===== config.mk =====
export PLATFORM = sky130hd
export DESIGN_NAME = spi_master
export DESIGN_NICKNAME = d
export VERILOG_FILES = /design/src/rtl/spi_master.sv
export SDC_FILE = /design/constraint.sdc
export NUM_CORES = 1
export LEC_CHECK = 0
export CORE_UTILIZATION = 45
export DETAILED_ROUTE_END_ITERATION = 6
export GPL_ROUTABILITY_DRIVEN = 0
export PLACE_DENSITY = 0.79
export SLEW_MARGIN = 20
export SYNTH_ARGS = -nofsm -noshare
export SYNTH_HDL_FRONTEND = slang
export SYNTH_SLANG_ARGS = --single-unit

===== constraint.sdc =====
create_clock -name clk -period 2.3 [get_ports clk]
set_input_delay 0.345 -clock clk [delete_from_list [all_inputs] [get_ports clk]]
set_output_delay 0.345 -clock clk [all_outputs]
set_load 0.005 [all_outputs]

===== src/rtl/spi_master.sv =====
// Byte-wide SPI master, LSB-first, full duplex, all four CPOL/CPHA modes.
// Host handshake: start (sampled while idle) / busy / one-cycle done.
module spi_master #(
    parameter int unsigned CLK_DIV = 2
) (
    input  logic       clk,
    input  logic       reset,
    input  logic       start,
    input  logic       CPOL,
    input  logic       CPHA,
    input  logic [7:0] tx_data,
    input  logic       MISO,
    output logic [7:0] rx_data,
    output logic       busy,
    output logic       done,
    output logic       sclk,
    output logic       cs,
    output logic       MOSI
);

    localparam int unsigned DIV_W = (CLK_DIV > 1) ? $clog2(CLK_DIV) : 1;
    localparam logic [DIV_W-1:0] DIV_LAST = DIV_W'(CLK_DIV - 1);

    typedef enum logic [1:0] {
        ST_IDLE,
        ST_SETUP,
        ST_XFER,
        ST_END
    } state_t;

    state_t           state_q, state_d;
    logic [DIV_W-1:0] div_q, div_d;
    logic [4:0]       edge_q, edge_d;
    logic [7:0]       tx_q, tx_d;
    logic             cpol_q, cpol_d;
    logic             cpha_q, cpha_d;
    logic [7:0]       rx_shift_q, rx_shift_d;
    logic [7:0]       rx_data_q, rx_data_d;
    logic             cs_q, cs_d;
    logic             busy_q, busy_d;
    logic             done_q, done_d;
    logic             sclk_q, sclk_d;
    logic             mosi_q, mosi_d;

    logic [4:0]       k;
    logic             div_wrap;

    always_ff @(posedge clk) begin
        if (reset) begin
            state_q    <= ST_IDLE;
            div_q      <= '0;
            edge_q     <= '0;
            tx_q       <= '0;
            cpol_q     <= 1'b0;
            cpha_q     <= 1'b0;
            rx_shift_q <= '0;
            rx_data_q  <= '0;
            cs_q       <= 1'b1;
            busy_q     <= 1'b0;
            done_q     <= 1'b0;
            sclk_q     <= 1'b0;
            mosi_q     <= 1'b0;
        end else begin
            state_q    <= state_d;
            div_q      <= div_d;
            edge_q     <= edge_d;
            tx_q       <= tx_d;
            cpol_q     <= cpol_d;
            cpha_q     <= cpha_d;
            rx_shift_q <= rx_shift_d;
            rx_data_q  <= rx_data_d;
            cs_q       <= cs_d;
            busy_q     <= busy_d;
            done_q     <= done_d;
            sclk_q     <= sclk_d;
            mosi_q     <= mosi_d;
        end
    end

    always_comb begin
        state_d    = state_q;
        div_d      = div_q;
        edge_d     = edge_q;
        tx_d       = tx_q;
        cpol_d     = cpol_q;
        cpha_d     = cpha_q;
        rx_shift_d = rx_shift_q;
        rx_data_d  = rx_data_q;
        cs_d       = cs_q;
        busy_d     = busy_q;
        done_d     = 1'b0;
        sclk_d     = sclk_q;
        mosi_d     = mosi_q;
        k          = edge_q + 5'd1;
        div_wrap   = (div_q == DIV_LAST);

        unique case (state_q)
            ST_IDLE: begin
                sclk_d = CPOL;
                cs_d   = 1'b1;
                busy_d = 1'b0;
                if (start) begin
                    tx_d    = tx_data;
                    cpol_d  = CPOL;
                    cpha_d  = CPHA;
                    cs_d    = 1'b0;
                    busy_d  = 1'b1;
                    div_d   = '0;
                    edge_d  = '0;
                    if (!CPHA) begin
                        mosi_d = tx_data[0];
                    end
                    state_d = ST_SETUP;
                end
            end
            // SETUP is the wait before edge 1; both states issue edge k = edge_q+1.
            // Edge k carries bit k>>1; odd/even parity against CPHA picks sample vs drive.
            ST_SETUP, ST_XFER: begin
                if (div_wrap) begin
                    div_d  = '0;
                    edge_d = k;
                    sclk_d = ~sclk_q;
                    if (k[0] == ~cpha_q) begin
                        rx_shift_d = {MISO, rx_shift_q[7:1]};
                    end
                    if ((k[0] == cpha_q) && (k != 5'd16)) begin
                        mosi_d = tx_q[k[3:1]];
                    end
                    state_d = (k == 5'd16) ? ST_END : ST_XFER;
                end else begin
                    div_d = div_q + 1'b1;
                end
            end
            ST_END: begin
                sclk_d = cpol_q;
                if (div_wrap) begin
                    div_d     = '0;
                    cs_d      = 1'b1;
                    busy_d    = 1'b0;
                    done_d    = 1'b1;
                    rx_data_d = rx_shift_q;
                    state_d   = ST_IDLE;
                end else begin
                    div_d = div_q + 1'b1;
                end
            end
            default: state_d = ST_IDLE;
        endcase
    end

    assign rx_data = rx_data_q;
    assign busy    = busy_q;
    assign done    = done_q;
    assign sclk    = sclk_q;
    assign cs      = cs_q;
    assign MOSI    = mosi_q;

endmodule


==> flow_metrics.env <==
export IMPL_critPathMaxStageDelay_ns=0.57
export IMPL_synth_nets=222
export IMPL_grt_use_total_pct=19.1
export IMPL_yosys_area_share_xor_xnor_pct=2.56
export IMPL_synth_area_leaders="dfxtp_1 44%, a21oi_1 7.7%, nand2_1 7.0%, mux2i_1 5.7%, nor2_1 4.7%"
export IMPL_ant_nets=0
export IMPL_ctsHoldBuffers=0
export IMPL_relSlewSlack_pct=63.8
export IMPL_n_fill_cell=345
export IMPL_io_pins=27
export IMPL_grt_max_degree=41
export IMPL_start_util_pct=47.4
export IMPL_max_slew_worst_pin_slew_ns=0.542
export IMPL_clk_pin_slew_worst_paths_ns=0.08
export IMPL_first_iter_violations=84
export IMPL_crit_type="register to register"
export IMPL_syn_area_mm2=0.00176
export IMPL_cts_tree="yes"
export IMPL_grt_setup_unrepaired="no"
export IMPL_syn_area_per_cell_um2=8.64
export IMPL_muxShareOfSynthArea_pct=9.30
export IMPL_maxCapViolCount=0
export IMPL_die_w_um=64.6
export IMPL_hold_violations=0
export IMPL_cts_root_buffer="clkbuf_8"
export IMPL_vias=1476
export IMPL_finalCriticalPeriod_ns=2.12
export IMPL_p_leak_nw=0.807
export IMPL_insertion_delay_ns=0.29
export IMPL_drive_gt1_share_pct=7.36
export IMPL_final_seq_area_um2=781
export IMPL_p_per_area_mw_per_mm2=719
export IMPL_hp_class="register to register"
export IMPL_vdd_drop_max_mv=0.362
export IMPL_dp_hpwl_um=2440
export IMPL_finalClockSkew_ns=0.00484
export IMPL_synth_compound_area_share_pct=14.1
export IMPL_total_power_mw=1.56
export IMPL_synth_adder_area_share_pct=2.84
export IMPL_finalWirelength_um=3560
export IMPL_crit_path_max_fanout=9
export IMPL_grt_pass1_vias=1373
export IMPL_seq_area_frac_synth_pct=44.3
export IMPL_crit_family="multiplexers"
export IMPL_cts_resized=0
export IMPL_ctsLongestPathBuffers=2
export IMPL_numCtsBuffers=5
export IMPL_cpMaxStageDelayCell="mux4_1"
export IMPL_syn2layout_area_growth_pct=23.3
export IMPL_overflow=0
export IMPL_drtPass1Iterations=4
export IMPL_via_per_inst=5.29
export IMPL_diodes=0
export IMPL_yosys_area_top_type="dfxtp_1"
export IMPL_postSynth_asyncResetShare_pct=0
export IMPL_multiInputGateArea_um2=908
export IMPL_yosys_top_cells_count="39 x dfxtp_1, 33 x nand2_1, 27 x a21oi_1"
export IMPL_synth_edf_count=0
export IMPL_grt_first_pass_wirelength_um=6150
export IMPL_yosysMostFrequentCell="dfxtp_1"
export IMPL_die_h_um=64.6
export IMPL_drc=0
export IMPL_synth_warnings=0
export IMPL_rows=22
export IMPL_setup_violations=0
export IMPL_die_area_mm2=0.00417
export IMPL_crit_arrival_ns=2.29
export IMPL_timing_fmax_mhz=473
export IMPL_synth_cells=204
export IMPL_crit_required_ns=2.47
export IMPL_cts_htree_levels=2
export IMPL_worstSetupEndpointType="register"
export IMPL_ys_ff_latch=39
export IMPL_synth_top_family_by_area="simple AND/OR/NAND/NOR gates"
export IMPL_ys_types=39
export IMPL_yosys_area_top_type_share_pct=44.3
export IMPL_finalMaxSlewViolations=0
export IMPL_grt_antenna_before_repair=0
export IMPL_synth_simple_area_share_pct=22.8
export IMPL_place_area_mm2=0.00205
export IMPL_cts_setup_buffers=0
export IMPL_start_kind="register"
export IMPL_core_mm2=0.00372
export IMPL_clock_sinks=39
export IMPL_final_area_mm2=0.00217
export IMPL_wl_per_cell_um=12.8
export IMPL_status="finished clean"
export IMPL_tns_ns=0
export IMPL_final_nets=248
export IMPL_synthFlopType="dfxtp_1"
export IMPL_io_buffer_count=26
export IMPL_period_share_pct=92.0
export IMPL_path_buf_inv=0
export IMPL_crit_chain="ha_1 -> xor2_1 -> mux4_1 -> mux2i_1 -> or4_1 -> o211ai_2"
[per-stage QoR]
step           hold WS [ns]  worst slack (ns)  util (%)  instances
6_report              0.455             0.184      58.5        279
5_1_grt               0.481            0.0298      58.5        279
4_1_cts               0.458             0.166      58.5        279
3_5_place_dp          0.447             0.205      55.3        271
3_3_place_gp          0.442             0.297      55.3        271
2_1_floorplan         0.432             0.403         -        204
[power breakdown]
part / switching, mW / internal (mW)
sequential: 0.0202 / 0.705
clock: 0.241 / 0.351
combinational: 0.133 / 0.111
[state kept, by name, summed over array words and instances (netlist names)]
name and flops:
state_q 2, cs 1, rx_data 8, sclk 1
MOSI 1, rx_shift_q 8, cpha_q 1, tx_q 8
cpol_q 1, busy 1, done 1, div_q 1
edge_q 5
[logic make-up after synthesis]
group / count (synthesis)
AOI/OAI and AO/OA: 44
and+or+nand+nor: 86
adders and majority gates: 4
muxes: 13
buffers and inverters: 15
DFF: 39
xor gates and xnor gates: 3
[per-layer routing]
metal | vias to the layer above | share of wire [%] | track usage (%) | routed length [µm]
met3 | 7 | 2.6 | 5.28 | 91
li1 | 756 | - | - | -
met4 | 0 | 1.7 | 6.67 | 59
met1 | 692 | 48 | 23.8 | 1710
met5 | - | 0 | 0 | 0
met2 | 21 | 48 | 31.3 | 1700
[layout by cell type (no fill, tap or decap), types with 2 or more instances in the layout]
cell and count:
ha_1 4, clkdlybuf4s50_1 26, o21ai_0 7, clkbuf_8 6
inv_1 4, nor2b_1 3, nand3b_1 2, xor2_1 2
a21oi_1 27, or3_1 2, mux4_1 2, buf_4 4
nand3_1 11, dfxtp_1 39, nand2_1 33, mux2i_1 10
nand2b_1 2, and2_1 2, a22oi_1 2, nand4b_1 2
nor2_1 22
[worst min-delay path, cell delays in order, from the launching register on]
cell	delay (ns)
dfxtp_1	0.31
nand2_1	0.05
a21oi_1	0.05
[final cells by class]
type                    count  share of cell area, %
clock inverters             2                   1.61
inverters                   4                  0.691
clock buffers               6                   3.80
flip-flops and latches     39                   35.9
repair buffers             30                   13.4
well taps                  48                   2.76
multi-input cells         150                   41.8
[final timing paths]
path	start	to	slack, ns	depth (start not counted)
worst max-delay path	edge_q[0]$_SDFFE_PP0P_	MOSI$_SDFFE_PP0P_	0.18	6
worst min-delay path	rx_data[4]$_SDFFE_PP0P_	rx_data[4]$_SDFFE_PP0P_	0.45	2
worst max register to register	edge_q[0]$_SDFFE_PP0P_	MOSI$_SDFFE_PP0P_	0.18	6
worst min register to register	rx_data[4]$_SDFFE_PP0P_	rx_data[4]$_SDFFE_PP0P_	0.45	2
(Power assumes the default switching activity.)
